--- src/rtl/uart_tx_engine.sv ---
// UART transmitter: a small TX FIFO feeds a frame serialiser. The serialiser sends data LSB-first
// and takes its baud divisor, data length, parity mode and stop-bit count from the inputs at each frame start.
module uart_tx_engine #(
    parameter int DATA_MAX   = 8,
    parameter int DIV_W      = 16,
    parameter int FIFO_DEPTH = 4
) (
    input  logic                               clk,
    input  logic                               rst,
    input  logic [DIV_W-1:0]                   div,
    input  logic [$clog2(DATA_MAX+1)-1:0]      data_bits,
    input  logic [1:0]                         parity_mode,
    input  logic                               stop2,
    input  logic                               in_valid,
    output logic                               in_ready,
    input  logic [DATA_MAX-1:0]                in_data,
    input  logic                               cts_n,
    output logic                               tx,
    output logic                               busy,
    output logic [$clog2(FIFO_DEPTH+1)-1:0]    fifo_level,
    output logic                               tx_done
);

    localparam int DBW = $clog2(DATA_MAX + 1);
    localparam int LW  = $clog2(FIFO_DEPTH + 1);
    localparam int PW  = $clog2(FIFO_DEPTH);

    localparam logic [LW-1:0]  FULL_LVL = LW'(FIFO_DEPTH);
    localparam logic [DBW-1:0] MIN_BITS = DBW'(5);
    localparam logic [DBW-1:0] MAX_BITS = DBW'(DATA_MAX);

    typedef enum logic [2:0] {IDLE, START, DATA, PARITY, STOP} state_t;

    logic [DATA_MAX-1:0] mem [FIFO_DEPTH];
    logic [PW-1:0]       wr_ptr, rd_ptr;
    logic [LW-1:0]       level;
    logic                push, pop;

    logic cts_meta, cts_sync, cts_ok;

    state_t              state_q, state_d;
    logic [DIV_W-1:0]    cnt_q, cnt_d;
    logic [DBW-1:0]      bit_q, bit_d;
    logic                stop_q, stop_d;
    logic                tx_q, tx_d;
    logic                busy_q;
    logic                shift, tick, can_start, frame_end;

    logic [DATA_MAX-1:0] word_q;
    logic [DBW-1:0]      nbits_q;
    logic [DIV_W-1:0]    div_q;
    logic                par_en_q, par_bit_q, stop2_q;

    logic [DATA_MAX-1:0] head, masked;
    logic [DBW-1:0]      nb;
    logic                par_calc, par_en;

    assign push       = in_valid && in_ready;
    assign in_ready   = (level != FULL_LVL);
    assign fifo_level = level;
    assign head       = mem[rd_ptr];

    always_ff @(posedge clk) begin
        if (push)
            mem[wr_ptr] <= in_data;
    end

    always_ff @(posedge clk or posedge rst) begin
        if (rst) begin
            wr_ptr <= '0;
            rd_ptr <= '0;
            level  <= '0;
        end else begin
            if (push)
                wr_ptr <= wr_ptr + PW'(1);
            if (pop)
                rd_ptr <= rd_ptr + PW'(1);
            case ({push, pop})
                2'b10:   level <= level + LW'(1);
                2'b01:   level <= level - LW'(1);
                default: level <= level;
            endcase
        end
    end

    // Flops reset to "not clear" so a frame cannot start before cts_n has been sampled.
    always_ff @(posedge clk or posedge rst) begin
        if (rst) begin
            cts_meta <= 1'b1;
            cts_sync <= 1'b1;
        end else begin
            cts_meta <= cts_n;
            cts_sync <= cts_meta;
        end
    end

    assign cts_ok = !cts_sync;

    always_comb begin
        if (data_bits < MIN_BITS)
            nb = MIN_BITS;
        else if (data_bits > MAX_BITS)
            nb = MAX_BITS;
        else
            nb = data_bits;
        masked = '0;
        for (int i = 0; i < DATA_MAX; i++)
            masked[i] = head[i] & (i < int'(nb));
        par_calc = (^masked) ^ (parity_mode == 2'b10);
        par_en   = (parity_mode == 2'b01) || (parity_mode == 2'b10);
    end

    assign tick      = (cnt_q == div_q);
    assign can_start = (level != '0) && cts_ok;

    always_comb begin
        state_d   = state_q;
        cnt_d     = cnt_q;
        bit_d     = bit_q;
        stop_d    = stop_q;
        tx_d      = tx_q;
        pop       = 1'b0;
        shift     = 1'b0;
        frame_end = 1'b0;
        if (state_q != IDLE)
            cnt_d = tick ? '0 : cnt_q + DIV_W'(1);
        case (state_q)
            IDLE: begin
                tx_d  = 1'b1;
                cnt_d = '0;
                if (can_start) begin
                    pop     = 1'b1;
                    state_d = START;
                    tx_d    = 1'b0;
                end
            end
            START: begin
                if (tick) begin
                    state_d = DATA;
                    bit_d   = '0;
                    tx_d    = word_q[0];
                end
            end
            DATA: begin
                if (tick) begin
                    if (bit_q == nbits_q - DBW'(1)) begin
                        if (par_en_q) begin
                            state_d = PARITY;
                            tx_d    = par_bit_q;
                        end else begin
                            state_d = STOP;
                            tx_d    = 1'b1;
                            stop_d  = 1'b0;
                        end
                    end else begin
                        bit_d = bit_q + DBW'(1);
                        shift = 1'b1;
                        tx_d  = word_q[1];
                    end
                end
            end
            PARITY: begin
                if (tick) begin
                    state_d = STOP;
                    tx_d    = 1'b1;
                    stop_d  = 1'b0;
                end
            end
            STOP: begin
                if (tick) begin
                    if (stop2_q && !stop_q) begin
                        stop_d = 1'b1;
                    end else begin
                        frame_end = 1'b1;
                        // Chain straight into the next frame so queued words go out with no idle gap.
                        if (can_start) begin
                            pop     = 1'b1;
                            state_d = START;
                            tx_d    = 1'b0;
                        end else begin
                            state_d = IDLE;
                            tx_d    = 1'b1;
                        end
                    end
                end
            end
            default: begin
                state_d = IDLE;
                tx_d    = 1'b1;
            end
        endcase
    end

    always_ff @(posedge clk or posedge rst) begin
        if (rst) begin
            state_q   <= IDLE;
            cnt_q     <= '0;
            bit_q     <= '0;
            stop_q    <= 1'b0;
            tx_q      <= 1'b1;
            busy_q    <= 1'b0;
            word_q    <= '0;
            nbits_q   <= MIN_BITS;
            div_q     <= '0;
            par_en_q  <= 1'b0;
            par_bit_q <= 1'b0;
            stop2_q   <= 1'b0;
        end else begin
            state_q <= state_d;
            cnt_q   <= cnt_d;
            bit_q   <= bit_d;
            stop_q  <= stop_d;
            tx_q    <= tx_d;
            busy_q  <= (state_d != IDLE);
            if (pop) begin
                word_q    <= masked;
                nbits_q   <= nb;
                div_q     <= div;
                par_en_q  <= par_en;
                par_bit_q <= par_calc;
                stop2_q   <= stop2;
            end else if (shift) begin
                word_q <= word_q >> 1;
            end
        end
    end

    assign tx      = tx_q;
    assign busy    = busy_q;
    assign tx_done = frame_end;

endmodule

--- config.mk ---
export PLATFORM = sky130hd
export DESIGN_NAME = uart_tx_engine
export DESIGN_NICKNAME = d
export VERILOG_FILES = /design/src/rtl/uart_tx_engine.sv
export SDC_FILE = /design/constraint.sdc
export NUM_CORES = 1
export LEC_CHECK = 0
export ABC_AREA = 1
export CORE_MARGIN = 5
export CORE_UTILIZATION = 30
export CTS_CLUSTER_DIAMETER = 80
export DETAILED_ROUTE_END_ITERATION = 8
export PLACE_DENSITY = 0.49
export RECOVER_POWER = 25
export SYNTH_ARGS = -nofsm -noshare
export SYNTH_HDL_FRONTEND = slang
export SYNTH_SLANG_ARGS = --single-unit
--- constraint.sdc ---
create_clock -name clk -period 7.45 [get_ports clk]
set_input_delay 1.49 -clock clk [delete_from_list [all_inputs] [get_ports clk]]
set_output_delay 1.49 -clock clk [all_outputs]
set_load 0.005 [all_outputs]
* Word-level counts from Yosys, hierarchy flattened
Memories as Yosys holds them, arrays and structs flattened. Index checks and enable logic that the tools add are counted.
Storage, ports and cells: memories kept 1, input port bits 35, register bits 66, logic and storage cells 133, bits in writable memories 32, output and inout bits 7
Cells by class: mux-type cells 50, equality and inequality tests 20, add/subtract/negate cells 7, bitwise operators 9, reductions and logical operators 19, magnitude comparators 10
Memory list:
- mem | depth 4, width 8, rd ports 1, clocked after memory_dff 0, wr ports 1, line 34 | logic [DATA_MAX-1:0] mem [FIFO_DEPTH];
Operators with widths (number):
- $mux W16 | 3
- $mux W1 | 26
- $mux W3 | 8
- $mux W4 | 5
- $ne A2 B2 Y1 const B | 9
- $add A16 B1 Y16 const B | 1
- $eq A16 B16 Y1 | 1
- $lt A3 B4 Y1 const A | 4
- $mux W8 | 2
- $pmux W3 S5 | 1
- $reduce_bool A3 Y1 | 4
- $and A1 B1 Y1 | 8
- $lt A1 B4 Y1 const A | 2
- $lt A2 B4 Y1 const A | 2
- $pmux W4 S2 | 1
- $reduce_bool A2 Y1 | 4
- $reduce_xor A8 Y1 | 1
- $reduce_and A7 Y1 | 1
- $eq A3 B2 Y1 const B | 2
- $pmux W3 S2 | 1
- $pmux W1 S5 | 1
- $reduce_and A5 Y1 | 1
- $add A2 B1 Y2 const B | 2
- $add A4 B1 Y4 const B | 1
- 19 further kinds | 24

* Logic depth before layout (Yosys ltp)
Gate-level depths: netlist of run 1.
depth after elaboration 8, mapped depth 15, gate-level depth less buffers 14

* Worst setup path after synthesis of run 1
OpenSTA, ideal clock, no wires.
path type register -> output, from register cnt_q[14], to output tx_done, path buffers 0, path slack 4.667 ns, arrival 1.293 ns, stages on the path, launching flop included 10, cell sequence dfrtp_1 nand2_1 nand2_1 nor2_1 nand2_1 nor2_2 nand2_2 inv_2 nand2_1 nor2_1
Between the ends: cells in the longest elaborated chain, start to end 3
Ends and longest elaborated chain:
- from (decl) | line 42 | logic [DIV_W-1:0] cnt_q, cnt_d;
- from (signal assigned) | line 210 | cnt_q <= cnt_d;
- $eq A16 B16 Y1 | line 113 | assign tick = (cnt_q == div_q);
- $mux W1 | line 170 | if (tick) begin
- $mux W1 | line 127 | case (state_q)
- to (decl) | line 21 | output logic tx_done
Every way passes these cells.

* Final worst setup path of run 1
from register cnt_q[0], to output tx_done
The elaborated chain is that of the path after synthesis.

==> impl_metrics.json, run 1 <==
{
  "r2r_start": "state_q[0]",
  "p_leak_nw": 2.833,
  "layout.area.seq_um2": 2619,
  "initial_core_util": 0.3020,
  "antenna_found_initial": 0,
  "firstDrtPassIters": 4,
  "dr_wl_met2_um": 5323,
  "cts.sinks": 98,
  "root_buffer": "clkbuf_16",
  "num_rows": 48,
  "postCtsHoldBufs": 0,
  "gr-total-overflow": 0,
  "ys_seq_area_frac": 0.5084,
  "place_congestion": 0.8374,
  "crit_path_end_kind": "output pin",
  "synth_adder_area_share": 0.02575,
  "grt_max_degree": 67,
  "drt_wl_total_um": 11070,
  "synthesis.nets": 685,
  "final_net_count": 727,
  "routed.top_layer": "met4",
  "postCtsSetupBuffers": 0,
  "worst_slew_pin_slew_ns": 1.541,
  "ys_ff_latch": 98,
  "syn_avg_cell_area_um2": 8.049,
  "vias_per_cell": 4.361,
  "syn-cell-area_um2": 5151,
  "power_density_nw_per_um2": 347.2,
  "drv_slew": 12,
  "post-route-drc-count": 0,
  "numCtsBuffers": 9,
  "violations": "capacitance limit, slew limit",
  "synth_simple_gate_area_share": 0.2983,
  "wire_per_inst_um": 12.14,
  "hold_viol_final": 0,
  "syn_inst": 640,
  "grt_pass1_wl_um": 18660,
  "grt_use_total": 0.1173,
  "io_buffers": 41,
  "vdd_drop_max_mv": 0.1425,
  "slew_headroom": -0.03802,
  "worstRegToRegCells": 11,
  "dieHeight_um": 141.0,
  "clk_path_buf_depth": 2,
  "diodes": 0,
  "cp_max_fo": 7,
  "setup.worst_path.start_class": "flip-flop",
  "fillerInstances": 1813,
  "min_period_ns": 4.074,
  "max_freq_mhz": 245.5,
  "r2r-end": "fifo_level[2]",
  "synth_compound_area_frac": 0.05077,
  "synthXorXnorAreaFrac": 0.03206,
  "yosys_warnings": 0,
  "detail-route-antenna-nets": 0,
  "clk_latency_ns": 0.36,
  "hold_class": "reg2reg",
  "ctsResizeCount": 0,
  "rsz0062_at_grt": "false",
  "max_cap_violations": 1,
  "fin_setup_tns_ns": 0,
  "synthMuxAreaShare": 0,
  "path_class": "reg2out",
  "hold_path.startpoint": "cts_meta",
  "multiInputGateArea_um2": 2091,
  "status": "finished with violations",
  "ios": 42,
  "die_area_um2": 19890,
  "htree_levels": 3,
  "path_clk_slew_ns": 0.08,
  "critical_path.startpoint": "cnt_q[0]",
  "die_x_um": 141.0,
  "regToRegSetupSlack_ns": 4.37,
  "syn_to_final_growth_pct": 17.83,
  "synth_cell_types": 38,
  "met3WireLength_um": 430,
  "cts_tree": "built",
  "hpwlAfterDp_um": 7969,
  "skew_ns": 0.008643,
  "synth_top_family_by_area": "simple AND/OR/NAND/NOR gates",
  "m1WireLength_um": 5182,
  "hold_slack_ns": 0.3530,
  "drt-initial-drc-count": 173,
  "cp.arrival_ns": 2.58,
  "min_path_cells": 0,
  "grt_pass1_vias": 3887,
  "finalCritPeriodShare": 0.5468,
  "required_ns": 5.96,
  "core-area_um2": 17060,
  "via_count": 3977,
  "final-setup-viol-count": 0,
  "holdPathEnd": "cts_sync",
  "final_layout_size_suffix_gt1_frac": 0.06987
}
-- worst max path at each step --
stage / cells past startpoint / to / slack (ns)
3_3_place_gp: 11 / tx_done / 3.97
3_5_place_dp: 11 / tx_done / 3.96
5_1_grt: 11 / tx_done / 3.09
2_1_floorplan: 1 / bit_q[0] / 4.31
4_1_cts: 11 / tx_done / 3.55
6_report: 11 / tx_done / 3.38
-- cells in the mapped netlist --
| cell | count | area (um^2) |
|---|---|---|
| nand3b_1 | 1 | 7.510 |
| nand4_4 | 1 | 21.27 |
| o31ai_1 | 1 | 7.510 |
| a31oi_1 | 1 | 6.260 |
| o21a_1 | 1 | 7.510 |
| nand2_4 | 2 | 22.52 |
| a21oi_1 | 10 | 50.05 |
| nand4_1 | 8 | 50.05 |
| nor4_2 | 1 | 12.51 |
| o21ai_2 | 4 | 35.03 |
| buf_2 | 4 | 20.02 |
| inv_1 | 84 | 315.3 |
| nor2_2 | 4 | 25.02 |
| nor2_1 | 47 | 176.4 |
| buf_12 | 1 | 20.02 |
| or2_2 | 2 | 12.51 |
| xnor2_1 | 6 | 52.55 |
| clkbuf_1 | 2 | 7.510 |
| inv_4 | 1 | 6.260 |
| fa_1 | 1 | 20.02 |
| nand2_2 | 1 | 6.260 |
| nor4_1 | 2 | 12.51 |
| dfrtp_1 | 61 | 1526 |
| nor2_4 | 2 | 22.52 |
| xor2_2 | 1 | 16.27 |
| nor3_1 | 10 | 50.05 |
| clkinv_1 | 1 | 3.750 |
| buf_4 | 4 | 30.03 |
| inv_2 | 9 | 33.78 |
| ha_1 | 9 | 112.6 |
| o21ai_0 | 28 | 140.1 |
| xor2_1 | 11 | 96.34 |
| nand3_1 | 51 | 255.2 |
| nand3_2 | 1 | 10.01 |
| o21ai_1 | 3 | 15.01 |
| edfxtp_1 | 32 | 960.9 |
| dfstp_2 | 5 | 131.4 |
| nand2_1 | 227 | 852.1 |
-- per-stage QoR --
step	util	std cells	area [um^2]	total power, mW	setup slack, ns
after global routing	0.3559	912	6070	2.303	3.093
after detailed placement	0.3385	896	5773	1.663	3.959
after CTS	0.3561	912	6075	2.147	3.550
after global placement	0.3385	896	5773	1.642	3.974
after floorplan	-	640	5151	1.444	4.313
final	0.3559	912	6070	2.107	3.376
-- logic make-up after synthesis --
group | count (synthesis)
adders and majority gates | 10
and+or+nand+nor | 360
buffers and inverters | 106
AOI/OAI and AO/OA | 48
DFF | 98
xor gates and xnor gates | 18
-- layout make-up --
cell class / count / area share
Inverter: 95 / 0.05916
Multi-Input combinational cell: 436 / 0.3445
Tap cell: 225 / 0.04638
Sequential cell: 98 / 0.4315
Clock inverter: 7 / 0.01257
Timing Repair Buffer: 42 / 0.06885
Clock buffer: 9 / 0.03711
-- per-layer routing --
metal  GRT usage  up-vias
li1            -     2098
met1      0.1451     1814
met2      0.1971       56
met3     0.03765        9
met4     0.03315        0
met5           0        -
-- power by group --
part / internal, mW / switching, mW / leakage (nW)
combinational: 0.302 / 0.485 / 1.57
clock: 0.240 / 0.231 / 0.149
sequential: 0.724 / 0.125 / 1.12
-- registers in the layout, summed over array words and instances (netlist names) --
name and flops:
bit_q 4, busy 1, cnt_q 16, cts_meta 1
cts_sync 1, div_q 16, fifo_level 3, mem 32
nbits_q 4, par_bit_q 1, par_en_q 1, rd_ptr 2
state_q 3, stop2_q 1, stop_q 1, tx 1
word_q 8, wr_ptr 2
-- critical path: stages (launching register included) --
cell             delay, ns
dfrtp_1               0.43
inv_1                 0.06
nand2_1               0.05
nand2_1               0.05
nor2_1                0.16
nand2_1               0.08
nor2_1                0.20
nand2_1               0.23
inv_1                 0.23
nand2_1               0.10
nor2_1                0.12
clkdlybuf4s50_1       0.51
-- layout by cell type, fill, tap and decap left out, types with 2 or more instances in the layout --
cell type and count:
nor4_1 2, o21ai_0 29, nand4_1 8, inv_2 9, nor2_1 48, edfxtp_1 32
nand3_1 51, dfrtp_1 61, o21ai_1 2, nor2_2 3, nand2_4 2, a21oi_1 10
nor3_1 10, clkbuf_16 9, dfstp_2 4, inv_8 3, inv_1 84, dlygate4sd3_1 10
xor2_1 11, or2_2 2, clkdlybuf4s50_1 31, inv_6 2, xnor2_1 6, nand2_1 228
ha_1 9, nor2_4 2, o21ai_2 4
(Power assumes the default switching activity.)
==> inputs of run 2 (changes only) <==
==> constraint.sdc (replaced) <==
create_clock -name clk -period 4 [get_ports clk]
set_input_delay 0.8 -clock clk [delete_from_list [all_inputs] [get_ports clk]]
set_output_delay 0.8 -clock clk [all_outputs]
set_load 0.005 [all_outputs]
==> run 2 against run 1 <==
Against the previous run: sequential power is 83% higher; critical path type unchanged; first-iteration DRC count up 40%; sequential share of layout area decreased by 0.098 points; global-route usage grew 0.33 points; worst hold slack gained 0.0051 ns; clock skew is essentially flat; setup slack got worse by 2.6 ns; the run now ends clean.
==> impl_metrics.json, run 2 (synthesis gave the netlist of run 1 again) <==
{
  "postCtsHoldBufs": 0,
  "final_net_count": 730,
  "clk_path_buf_depth": 2,
  "root_buffer": "clkbuf_16",
  "finalCritPeriodShare": 0.8003,
  "min_period_ns": 3.201,
  "initial_core_util": 0.3020,
  "cts.sinks": 98,
  "grt_pass1_wl_um": 19390,
  "num_rows": 48,
  "cts_tree": "built",
  "drt-initial-drc-count": 243,
  "ios": 42,
  "syn_to_final_growth_pct": 18.10,
  "grt_max_degree": 50,
  "hpwlAfterDp_um": 8421,
  "postCtsSetupBuffers": 0,
  "grt_pass1_vias": 4014,
  "status": "finished, final reports clean",
  "hold_class": "reg2reg",
  "place_congestion": 0.8393,
  "p_leak_nw": 2.838,
  "largest_reg_flops": 32,
  "layout_common_cells": "nand2_1 (227), inv_1 (84), dfrtp_1 (61), nand3_1 (51), nor2_1 (47)",
  "firstDrtPassIters": 4,
  "finalNonFillerCells": 915,
  "clk_latency_ns": 0.35,
  "rsz0062_at_grt": "false",
  "max_cap_violations": 0,
  "setup.worst_path.start_class": "flip-flop",
  "diodes": 0,
  "path_class": "reg2out",
  "post-route-drc-count": 0,
  "final_layout_size_suffix_gt1_frac": 0.07826,
  "die_area_um2": 19890,
  "cp.arrival_ns": 2.40,
  "skew_ns": 0.008375,
  "worst_slew_pin_slew_ns": 0.9186,
  "cp_max_fo": 7,
  "die_x_um": 141.0,
  "reg_top3": "mem: 32 flops, cnt_q: 16 flops, div_q: 16 flops",
  "antenna_found_initial": 0,
  "htree_levels": 3,
  "fin_setup_tns_ns": 0,
  "dieHeight_um": 141.0,
  "io_buffers": 41,
  "gr-total-overflow": 0,
  "grt_use_total": 0.1206,
  "numCtsBuffers": 9,
  "detail-route-antenna-nets": 0,
  "drv_slew": 0,
  "required_ns": 3.20,
  "ctsResizeCount": 0,
  "power_density_nw_per_um2": 642.4,
  "path_clk_slew_ns": 0.07,
  "wire_per_inst_um": 12.42,
  "via_count": 4090,
  "core-area_um2": 17060,
  "final-setup-viol-count": 0,
  "mostFrequentLayoutCell": "nand2_1",
  "drt_wl_total_um": 11370,
  "slew_headroom": 0.3835,
  "vdd_drop_max_mv": 0.2797,
  "place_inst": 899,
  "hold_viol_final": 0,
  "top_register": "mem",
  "max_freq_mhz": 312.4,
  "vias_per_cell": 4.470,
  "crit_path_end_kind": "output pin"
}
-- run 2: path summary, 6_finish.rpt --
check | from | end | slack, ns | depth (start not counted)
worst max-delay path | cnt_q[5] | tx_done | 0.80 | 11
worst min-delay path | cts_meta | cts_sync | 0.36 | 0
worst max register to register | state_q[0] | fifo_level[2] | 1.38 | 11
worst min register to register | cts_meta | cts_sync | 0.36 | 0
max in group asynchronous | rst | nbits_q[2] | 2.06 | 3
min in group asynchronous | rst | fifo_level[2] | 1.05 | 2
-- run 2: final cells by class --
cell class / instances / area (um^2)
fill: 1812 / 10970
clock buffer: 9 / 225.2
clock inverter: 7 / 62.56
inverter: 95 / 359.1
multi-input combinational: 436 / 2096
tap: 225 / 281.5
sequential: 98 / 2619
timing repair buffer: 45 / 440.4
-- run 2: critical path, cell delays in order, from the launching register on --
cell and delay [ns]:
dfrtp_1 0.41, inv_2 0.08, nand2_1 0.06, nand2_1 0.06, nor2_2 0.16, nand2_1 0.09
nor2_2 0.17, nand2_2 0.16, inv_2 0.15, nand2_1 0.09, nor2_1 0.11, clkdlybuf4s50_1 0.52
-- run 2: layer usage --
layer  global-route usage  vias to the layer above  share of wire  wire length [um]
li1                     -                     2105              -                 -
met5                    0                        -              0                 0
met4              0.03672                        0          0.017               189
met2               0.2016                       67           0.48              5430
met1               0.1547                     1905           0.47              5349
met3              0.02951                       13          0.035               399
-- run 2: power by group --
part | switching [mW] | leakage (nW) | internal [mW]
clock network | 0.408 | 0.139 | 0.434
registers | 0.197 | 1.12 | 1.35
logic | 0.946 | 1.58 | 0.570
total | 1.55 | 2.84 | 2.36
-- run 2: stage by stage --
step | setup WS [ns] | utilization | cell area, um^2 | hold WS [ns] | power, mW
floorplan | 1.553 | - | 5151 | 0.3452 | 2.689
global placement | 1.215 | 0.3398 | 5796 | 0.3474 | 3.072
detailed placement | 1.176 | 0.3398 | 5796 | 0.3484 | 3.113
CTS | 0.7842 | 0.3567 | 6083 | 0.3586 | 3.974
global route | 0.5797 | 0.3567 | 6083 | 0.3659 | 4.273
finish | 0.7987 | 0.3567 | 6083 | 0.3581 | 3.908
==> inputs of run 3 (changes only) <==
--- a/config.mk
+++ b/config.mk
@@ -10,7 +10,7 @@
 export CORE_UTILIZATION = 30
 export CTS_CLUSTER_DIAMETER = 80
 export DETAILED_ROUTE_END_ITERATION = 8
-export PLACE_DENSITY = 0.49
+export PLACE_DENSITY = 0.5
 export RECOVER_POWER = 25
 export SYNTH_ARGS = -nofsm -noshare
 export SYNTH_HDL_FRONTEND = slang
==> constraint.sdc (replaced) <==
create_clock -name clk -period 2.8 [get_ports clk]
set_input_delay 0.56 -clock clk [delete_from_list [all_inputs] [get_ports clk]]
set_output_delay 0.56 -clock clk [all_outputs]
set_load 0.005 [all_outputs]
==> run 3 against run 2 <==
Against the previous run: largest power group is now combinational cells; sequential cell count is the same; combinational power rose by 49%; clock skew rose by 0.00065 ns; wire length shrank 1.4%; global-route usage fell by 0.15 points; the run now ends with capacitance limit, slew limit left; largest cell class unchanged; worst hold slack lost 0.012 ns; sequential share of layout area shrank 0.74 points; register-to-register slack worse by 1.0 ns; utilization increased by 0.64 points; cell count up 1.2%; total power is 46% higher.
==> impl_metrics.json, run 3 (synthesis gave the netlist of run 1 again) <==
{
  "clk_latency_ns": 0.35,
  "rsz0062_at_grt": "false",
  "path_clk_slew_ns": 0.08,
  "grt_pass1_wl_um": 19220,
  "final-setup-viol-count": 0,
  "violations": "capacitance limit, slew limit",
  "num_rows": 48,
  "firstDrtPassIters": 4,
  "crit_family": "simple AND/OR/NAND/NOR gates",
  "drt_wl_total_um": 11210,
  "crit_chain": "inv_2 -> nand2_1 -> nand2_1 -> nor2_2 -> nand2_1 -> nor2_4 -> nand2_4 -> inv_4 -> nand2_1 -> nor2_1 -> dlygate4sd2_1",
  "syn_to_final_growth_pct": 20.21,
  "path_class": "reg2out",
  "root_buffer": "clkbuf_16",
  "initial_core_util": 0.3020,
  "max_cap_violations": 1,
  "path_buf_inv": 3,
  "post-route-drc-count": 0,
  "mostFrequentLayoutCell": "nand2_1",
  "worst_slew_pin_slew_ns": 1.668,
  "detail-route-antenna-nets": 0,
  "gr-total-overflow": 0,
  "path_common_cell": "nand2_1",
  "final_net_count": 741,
  "crit_path_end_kind": "output pin",
  "io_buffers": 41,
  "final_layout_size_suffix_gt1_frac": 0.09843,
  "required_ns": 2.24,
  "layout_common_cells": "nand2_1 (227), inv_1 (83), dfrtp_1 (60), nand3_1 (51), nor2_1 (44)",
  "die_area_um2": 19890,
  "htree_levels": 3,
  "hold_viol_final": 0,
  "status": "finished with violations",
  "power_density_nw_per_um2": 923.0,
  "largest_reg_flops": 32,
  "fillerInstances": 1795,
  "grt_use_total": 0.1191,
  "cp_max_fo": 7,
  "top_register": "mem",
  "hpwlAfterDp_um": 8153,
  "vias_per_cell": 4.390,
  "wire_per_inst_um": 12.10,
  "place_inst": 905,
  "p_leak_nw": 2.918,
  "hold_slack_ns": 0.3456,
  "drv_slew": 67,
  "via_count": 4065,
  "cts_tree": "built",
  "skew_ns": 0.009022,
  "diodes": 0,
  "cp.arrival_ns": 1.98,
  "antenna_found_initial": 0,
  "numCtsBuffers": 9,
  "max_freq_mhz": 394.5,
  "postCtsHoldBufs": 0,
  "drt-initial-drc-count": 199,
  "die_x_um": 141.0,
  "clk_path_buf_depth": 2,
  "setup.worst_path.start_class": "flip-flop",
  "reg_top3": "mem: 32 flops, cnt_q: 16 flops, div_q: 16 flops",
  "dieHeight_um": 141.0,
  "cpPeakStageDelay_ns": 0.41,
  "slew_headroom": -0.1117,
  "core-area_um2": 17060,
  "ios": 42,
  "place_congestion": 0.8724,
  "fin_setup_tns_ns": 0,
  "grt_pass1_vias": 4018,
  "finalNonFillerCells": 926,
  "finalCritPeriodShare": 0.9054,
  "grt_max_degree": 67,
  "hold_class": "reg2reg",
  "min_period_ns": 2.535,
  "slowest_stage": "dfrtp_1",
  "cts.sinks": 98,
  "vdd_drop_max_mv": 0.3322
}
## run 3: worst paths after layout
path	startpoint	cells after the start	slack, ns	end
hold reg to reg	cts_meta	0	0.35	cts_sync
setup / recovery	cnt_q[5]	11	0.26	tx_done
min in group asynchronous	rst	3	1.20	fifo_level[2]
hold / removal	cts_meta	0	0.35	cts_sync
setup reg to reg	cnt_q[7]	15	0.38	fifo_level[2]
max in group asynchronous	rst	3	0.50	cnt_q[4]
## run 3: what timing repair did
item | 4_1_cts | 5_1_grt
endpoints found under the setup margin | 1 | 1
pin swaps | 3 | 1
buffers inserted | 3 | 2
gates resized for setup | 7 | 1
## run 3: stage by stage
stage	power [mW]	utilization	worst slack (ns)	instance area, um^2
2_1_floorplan	3.842	-	0.4032	5151
4_1_cts	5.816	0.3630	0.2152	6191
5_1_grt	6.247	0.3630	0.03349	6192
3_3_place_gp	4.430	0.3432	0.2513	5853
6_report	5.715	0.3630	0.2649	6192
3_5_place_dp	4.489	0.3432	0.2148	5853
## run 3: cell type report
| class | instances | area (um^2) | area share |
|---|---|---|---|
| flip-flops and latches | 98 | 2620 | 0.4231 |
| clock buffers | 9 | 225.2 | 0.03637 |
| well taps | 225 | 281.5 | 0.04546 |
| clock inverters | 7 | 71.32 | 0.01152 |
| multi-input cells | 436 | 2113 | 0.3413 |
| inverters | 95 | 361.6 | 0.05840 |
| repair buffers | 56 | 519.2 | 0.08386 |
## run 3: metal layers
metal  global-route usage  vias up  share of wire
met4              0.02907        0          0.012
met5                    0        -              0
met3              0.03596       12          0.039
met2               0.2004       54           0.49
li1                     -     2126              -
met1               0.1504     1873           0.46
## run 3: power breakdown
part	internal (mW)	switching, mW	total [mW]
clock	0.638	0.617	1.26
combinational	0.881	1.38	2.26
sequential	1.93	0.272	2.20
